$ cat src/rtl/cpu_pkg.sv
// Shared ID/EX pipeline types: the decode-to-execute payload and the
// occupancy encoding used by the ID/EX skid buffer.
package cpu_pkg;

  // Operand width carried by the ID/EX payload.
  localparam int XLEN = 32;

  // Occupancy of the ID/EX stage: nothing held, main only, main plus skid.
  typedef enum logic [1:0] {
    OCC_EMPTY = 2'd0,
    OCC_ONE   = 2'd1,
    OCC_FULL  = 2'd2
  } occ_e;

  // Decoded instruction as handed from decode to execute.
  typedef struct packed {
    logic [6:0]      op;
    logic [2:0]      funct3;
    logic [6:0]      funct7;
    logic [4:0]      rd;
    logic [XLEN-1:0] operand1;
    logic [XLEN-1:0] operand2;
    logic [XLEN-1:0] s_data;
  } id_ex_t;

endpackage

$ cat src/rtl/id_ex_skid.sv
// ID/EX pipeline register with a one-entry skid buffer.
// in_ready comes straight from a flop, so there is no combinational path
// from out_ready back to decode. Payload is forced to zero whenever the
// stage holds nothing. DATA_W is expected to equal cpu_pkg::XLEN.
// Optional: define ID_EX_PERF_EN to add saturating stall/bubble counters
// (stall_cnt, bubble_cnt ports).
module id_ex_skid
  import cpu_pkg::*;
#(
  parameter int DATA_W = 32,
  parameter int CNT_W  = 16
) (
  input  logic              clk,
  input  logic              rst_n,
  input  logic              flush,
  input  logic              in_valid,
  output logic              in_ready,
  input  logic [6:0]        in_op,
  input  logic [2:0]        in_funct3,
  input  logic [6:0]        in_funct7,
  input  logic [4:0]        in_rd,
  input  logic [DATA_W-1:0] in_operand1,
  input  logic [DATA_W-1:0] in_operand2,
  input  logic [DATA_W-1:0] in_s_data,
  output logic              out_valid,
  input  logic              out_ready,
  output logic [6:0]        out_op,
  output logic [2:0]        out_funct3,
  output logic [6:0]        out_funct7,
  output logic [4:0]        out_rd,
  output logic [DATA_W-1:0] out_operand1,
  output logic [DATA_W-1:0] out_operand2,
  output logic [DATA_W-1:0] out_s_data
`ifdef ID_EX_PERF_EN
  ,
  output logic [CNT_W-1:0]  stall_cnt,
  output logic [CNT_W-1:0]  bubble_cnt
`endif
);

  occ_e   state_q, state_d;
  id_ex_t main_q, main_d;
  id_ex_t skid_q, skid_d;
  id_ex_t in_pl;
  logic   in_ready_q;
  logic   accept;

  assign in_pl  = {in_op, in_funct3, in_funct7, in_rd, in_operand1, in_operand2, in_s_data};
  // in_ready_q is low exactly when the skid holds an entry, so nothing is
  // ever accepted in FULL.
  assign accept = in_valid & in_ready_q;

  // Next occupancy and register contents; flush wins over any handshake.
  always_comb begin
    state_d = state_q;
    main_d  = main_q;
    skid_d  = skid_q;
    if (flush) begin
      state_d = OCC_EMPTY;
      main_d  = '0;
      skid_d  = '0;
    end else begin
      case (state_q)
        OCC_EMPTY: begin
          if (accept) begin
            main_d  = in_pl;
            state_d = OCC_ONE;
          end
        end
        OCC_ONE: begin
          if (out_ready) begin
            if (accept) begin
              main_d = in_pl;
            end else begin
              main_d  = '0;
              state_d = OCC_EMPTY;
            end
          end else if (accept) begin
            skid_d  = in_pl;
            state_d = OCC_FULL;
          end
        end
        OCC_FULL: begin
          if (out_ready) begin
            main_d  = skid_q;
            skid_d  = '0;
            state_d = OCC_ONE;
          end
        end
        default: begin
          state_d = OCC_EMPTY;
          main_d  = '0;
          skid_d  = '0;
        end
      endcase
    end
  end

  // State, payload and the registered ready flag.
  always_ff @(posedge clk) begin
    if (!rst_n) begin
      state_q    <= OCC_EMPTY;
      main_q     <= '0;
      skid_q     <= '0;
      in_ready_q <= 1'b1;
    end else begin
      state_q    <= state_d;
      main_q     <= main_d;
      skid_q     <= skid_d;
      in_ready_q <= (state_d != OCC_FULL);
    end
  end

  assign in_ready     = in_ready_q;
  assign out_valid    = (state_q != OCC_EMPTY);
  assign out_op       = main_q.op;
  assign out_funct3   = main_q.funct3;
  assign out_funct7   = main_q.funct7;
  assign out_rd       = main_q.rd;
  assign out_operand1 = main_q.operand1;
  assign out_operand2 = main_q.operand2;
  assign out_s_data   = main_q.s_data;

`ifdef ID_EX_PERF_EN
  // Saturating counters: stalls while execute refuses, bubbles while empty.
  always_ff @(posedge clk) begin
    if (!rst_n) begin
      stall_cnt  <= '0;
      bubble_cnt <= '0;
    end else begin
      if (out_valid && !out_ready && (stall_cnt != {CNT_W{1'b1}}))
        stall_cnt <= stall_cnt + 1'b1;
      if (!out_valid && (bubble_cnt != {CNT_W{1'b1}}))
        bubble_cnt <= bubble_cnt + 1'b1;
    end
  end
`endif

endmodule

$ cat config.mk
export PLATFORM = sky130hd
export DESIGN_NAME = id_ex_skid
export DESIGN_NICKNAME = d
export VERILOG_FILES = /design/src/rtl/cpu_pkg.sv /design/src/rtl/id_ex_skid.sv
export SDC_FILE = /design/constraint.sdc
export NUM_CORES = 1
export LEC_CHECK = 0
export CAP_MARGIN = 25
export CORE_ASPECT_RATIO = 1.75
export CORE_UTILIZATION = 45
export CTS_CLUSTER_SIZE = 40
export DETAILED_ROUTE_END_ITERATION = 8
export HOLD_SLACK_MARGIN = 0.1
export PLACE_DENSITY_LB_ADDON = 0.12
export REMOVE_ABC_BUFFERS = 1
export SLEW_MARGIN = 25
export SYNTH_ARGS = -nofsm -noshare
export SYNTH_HDL_FRONTEND = slang
export SYNTH_SLANG_ARGS = --single-unit
$ cat constraint.sdc
create_clock -name clk -period 2.9 [get_ports clk]
set_input_delay 0.58 -clock clk [delete_from_list [all_inputs] [get_ports clk]]
set_output_delay 0.58 -clock clk [all_outputs]
set_load 0.02 [all_outputs]
Word level (Yosys, flattened, before mapping):

Index checks and enable logic that the tools add are counted.

* equality and inequality tests: 8
* muxes and demuxes: 15
* bitwise operators: 3
* reduce and logical (&&, ||, !) cells: 5

Operators with widths (count)
* 118-bit 2-to-1 mux: 6
* 118-bit one-hot mux with 3 select lines: 2
* 2-bit 2-to-1 mux: 6
* 2-bit != test, second input constant: 6
* 2-bit one-hot mux with 3 select lines: 1
* 4-bit AND reduction: 1
* 3-bit AND reduction: 1
* 2-bit by 1-bit == test with 1-bit output, second input constant: 1
* 2-bit == test, second input constant: 1
* 2-bit zero test: 1
* 1-bit NOT: 2
* 2-bit nonzero test: 1
* 2-bit OR reduction: 1
* 1-bit AND: 1

* bits in registers: 239
* input port bits: 123
* logic and storage cells: 47

Logic depth before layout (Yosys ltp):

* word-level depth: 6
* depth in mapped cells: 8
* mapped depth without buffers: 4

Worst setup path before layout:

Ideal clock, no wire load.

* kind: input -> register
* from: input out_ready
* to: register skid_q[101] (netlist name)
* library setup time: 0.128 ns
* arrival time: 1.781 ns
* required time: 2.772 ns
* path slack: 0.992 ns
* stages: 8
* buffers on the path: 4
* cell sequence: buf_2 -> and3b_1 -> o22a_1 -> buf_2 -> buf_4 -> buf_6 -> mux2i_1 -> nor2_1

* word-level cells in the longest chain between the ends: 2

Ends and longest elaborated chain
* start, declared: RTL line id_ex_skid.sv:26 `input logic out_ready,`
* 2-bit != test (no source line)
* 4-bit AND reduction (no source line) *
* end signal, assigned: RTL line id_ex_skid.sv:109 `skid_q <= skid_d;`
* end, declared: RTL line id_ex_skid.sv:43 `id_ex_t skid_q, skid_d;`

Mark *: on every way between the ends. The rest lies on a longest branch, timed or not.
A chain may end at the register's enable or synchronous reset.

Worst setup path in the final report:

* from: register state_q[0]
* to: output out_valid

* word-level cells in the longest chain between the ends: 1

Ends and longest elaborated chain
* start, declared: RTL line id_ex_skid.sv:41 `occ_e state_q, state_d;`
* start signal, assigned: RTL line id_ex_skid.sv:107 `state_q <= state_d;`
* 2-bit nonzero test: RTL line id_ex_skid.sv:115 `assign out_valid = (state_q != OCC_EMPTY);`
* end, declared: RTL line id_ex_skid.sv:25 `output logic out_valid,`

Every way passes these cells.

==> results summary <==
In this run the number of cells on the critical path is 2. The core box area is 25100 um2. The number of antenna violations at the first check in global routing came out at 1. Of the total synthesized cell area, the portion taken by XOR and XNOR cells is 0%. The logic gate share of total power is 16.2%. The clock tree from TritonCTS is done.

The run finished with clean final reports. Once the clock tree was built, the setup fixing pass inserted 0 buffers. The number of slew-limit violations in the final report came out at 0. Setup repair after global routing left no endpoint under its margin. For this run, the detailed router's first-pass iteration total came to 4. Across the VDD grid, the largest voltage drop is 0.399 mV.

The maximum fanout count along the critical path came out at 26. The ratio of total power to cell area came out at 514 nW/um2. Port buffering added 242 buffers. In this run, flip-flops and latches consume 44.9% of the power.

The number of nets with antenna violations after routing came out at 0. After legalization and detailed placement, the total HPWL measured 17900 um. The via density per instance is 5.56. By startpoint and endpoint, the worst setup path is classified as reg2out.

The slowest stage of the critical path is the sky130_fd_sc_hd__clkdlybuf4s50_1 cell. Summing internal, switching and leakage power gives 7.62 mW. The switching power came out at 1.98 mW. The die is 123 um wide.

In the final design database the tool counted 1497 nets. Following the worst setup path forward leads to its endpoint at out_valid. The post-cts repair resize count is 0.

The library cells used most frequently in the layout, excluding fill and tap cells, are sky130_fd_sc_hd__clkdlybuf4s50_1 (242), sky130_fd_sc_hd__mux2i_1 (238), sky130_fd_sc_hd__nor2_1 (238). The compound-gate portion of the synthesized area came out at 18.1%. Setup violations remaining at the end of the flow were counted as 0.

The effective utilization at floorplan came out at 45.7%. The first global-routing pass estimated 48100 um of wire. The congestion estimate from routability-driven global placement came to 0.753. The tightest slew margin relative to the limit is 35.1%.

CTS placed an instance of sky130_fd_sc_hd__clkbuf_16 at the clock tree root. The post-synthesis cell count is 1206. The cell internal power dissipation came out at 5.64 mW. Walking the worst path, the cells encountered are or2_2, clkdlybuf4s50_1. The worst path required time is 2320 ps. The maximum clock skew at final layout came out at 9.50 ps.

The placed cell count is 1664. The multiplexer area fraction after synthesis is 20.8%. The initial DRC count is 575.

On the worst path, the slowest cell contributes a delay of 630 ps. Entering global routing, the biggest net connects 119 pins. In the finished design, the share of the clock period the worst path needs comes to 84.7%. The fraction of the mapped netlist area in simple logic gates is 14.7%. The total leakage power came out at 5.04 nW.

The summed negative setup slack over all endpoints came out at 0 ps. The vias after detailed routing came out at 9477. STA classifies the critical path startpoint as a register.

Leaving out filler cells and counting taps, the final layout contains 1705. The kind of end point of the critical path is an output pin. The cell type group with the largest total delay on the critical path is buffers and inverters. The count of warnings emitted by yosys came out at 0. The final hold violation count came to 0.

The fill cell instance count of the final layout is 2242. The switching power share of the total came out at 26.0%. The routed wire length is 30400 um.

After clock tree synthesis, the clock-pin slew on the worst setup and hold paths is 70 ps. Compared with the post-synthesis result, the final layout area differs by 29.3%. The total global-route track usage came out at 23.0%. For this run, the top clock speed supported by timing is 0.407 GHz.

Summing the areas of all fa, ha and maj instances in the mapped netlist gives 0% of the synthesized area. The via count of the first global-routing pass is 9209. The worst register-to-register path ends at out_rd[0]$_SDFFE_PP0P_.

Counting distinct cell types in the post-synthesis netlist gives 24. For the worst setup path, the data arrival time is 1880 ps. The library cell used most frequently in the layout, excluding fill and tap cells, is sky130_fd_sc_hd__clkdlybuf4s50_1. The final routed wire length divided by cell count is 17.8 um. The boundary pin count came out at 243. The post-synth design cell area came out at 11500 um2. At the pin with the least slew margin, the transition time is 973 ps. The share of total power dissipated in the clock network is 38.9%. The die height is 213 um. The depth of the worst hold-timing path came out at 2.

The share of the yosys chip area belonging to registers is 41.7%. The number of maximum-capacitance violations is 0. The launching point of the worst reg2reg path is state_q[1]$_SDFF_PN0_.

The per-instance average area after synthesis is 9.52 um2. By area, the combinational part of the netlist is dominated by multiplexers. The count of buffer and inverter cells on the critical path came out at 1. The post-route minimum period came out at 2460 ps. The insertion delay of the later-clocked pin in the worst-skew pair is 520 ps. The post-route DRC violation count is 0. After synthesis the netlist holds a flip-flop and latch count of 239. The number of standard-cell rows in the floorplan came out at 77. The share of cells above drive strength 1 came out at 5.84%.

In this run the worst setup path begins at state_q[0]$_SDFF_PN0_. Cells fill 59.0% of the core in the end. The number of hold-repair buffers added at the cts stage came out at 0. TritonCTS created 24 clock buffers.

CTS built an H-tree with a depth of 1. The number of cells on the worst reg-to-reg path is 5. The clock tree buffer depth is 3. The floorplan step defined a die boundary enclosing 26200 um2.

The class of the tightest hold or removal check is reg2reg. The total grt overflow came out at 0. The flop-to-flop setup slack came out at 830 ps.

The tree built by TritonCTS fans out to 239 sinks.
-- per-stage QoR --
step | cell area [um2] | worst slack, ps | hold WS [ps]
after floorplan | 10900 | -7240 | 460
after global placement | 14100 | 399 | 471
after detailed placement | 14100 | 360 | 482
after CTS | 14800 | 420 | 498
after global routing | 14800 | 377 | 513
final | 14800 | 443 | 493
-- final cells by class --
cell class / instances / area [um2] / share of cell area [%]
Multi-Input combinational cell: 845 / 6200 / 41.8
Clock buffer: 38 / 724 / 4.88
Timing Repair Buffer: 262 / 2710 / 18.3
Antenna cell: 1 / 2.50 / 0.0169
Tap cell: 316 / 395 / 2.66
Inverter: 2 / 7.51 / 0.0506
Clock inverter: 2 / 10.0 / 0.0674
Sequential cell: 239 / 4790 / 32.3
-- worst reg2reg max path, delay by kind of cell (launching register included) --
family | cells | cell delay (ps)
buffers and inverters | 1 | 800
flip-flops | 1 | 500
multiplexers | 1 | 330
AO/OA/AOI/OAI | 2 | 270
AND/OR/NAND/NOR | 1 | 50
-- power groups by stage --
stage,Combinational (mW),Clock (mW),Sequential [mW]
6_report,1.24,2.97,3.42
5_1_grt,1.34,3.18,3.43
4_1_cts,1.25,3.05,3.42
3_5_place_dp,1.24,0,3.49
3_3_place_gp,1.24,0,3.49
2_1_floorplan,0.619,0,3.59
-- worst min-delay path by stage --
stage,from,endpoint,slack [ps]
after floorplan,skid_q[0]$_SDFFE_PP0P_,skid_q[0]$_SDFFE_PP0P_,460
after global placement,skid_q[80]$_SDFFE_PP0P_,skid_q[80]$_SDFFE_PP0P_,470
after detailed placement,skid_q[32]$_SDFFE_PP0P_,skid_q[32]$_SDFFE_PP0P_,480
after CTS,skid_q[10]$_SDFFE_PP0P_,skid_q[10]$_SDFFE_PP0P_,500
after global routing,skid_q[27]$_SDFFE_PP0P_,skid_q[27]$_SDFFE_PP0P_,510
final,skid_q[32]$_SDFFE_PP0P_,skid_q[32]$_SDFFE_PP0P_,490
-- per-layer routing --
| metal | track usage (%) | share of wire, % | up-vias |
|---|---|---|---|
| met5 | 0 | 0 | - |
| met4 | 8.37 | 2.8 | 0 |
| met3 | 3.23 | 4.9 | 44 |
| met2 | 40.9 | 50 | 214 |
| met1 | 27.6 | 42 | 4587 |
| li1 | - | - | 4632 |
-- logic make-up (layout without fill, tap and decap cells) --
group	after synthesis	in the layout
AO/OA/AOI/OAI	242	242
buffers and inverters	122	304
flip-flops	239	239
multiplexers	238	238
other	0	1
AND/OR/NAND/NOR	365	365
-- synthesized netlist by cell type (all sizes together) --
master	count	area [um2]
nand2b	1	6.26
or2	1	6.26
clkbuf	63	236
and2	118	738
dfxtp	239	4780
and3b	3	26.3
nor2	238	893
mux2i	238	2380
nand2	1	3.75
a21oi	1	5.00
nor3	1	5.00
a22oi	118	986
buf	57	303
nor2b	2	12.5
inv	2	7.51
o22a	2	17.5
a21o	1	7.51
o2bb2ai	119	1050
a221o	1	10.0
-- state kept, by name (all words and copies together), names as in the netlist --
| name | count |
|---|---|
| state_q | 2 |
| out_operand1 | 32 |
| out_rd | 5 |
| out_s_data | 32 |
| out_funct3 | 3 |
| in_ready | 1 |
| out_funct7 | 7 |
| out_operand2 | 32 |
| skid_q | 118 |
| out_op | 7 |
Note: power is estimated with default switching activity, not from simulation.
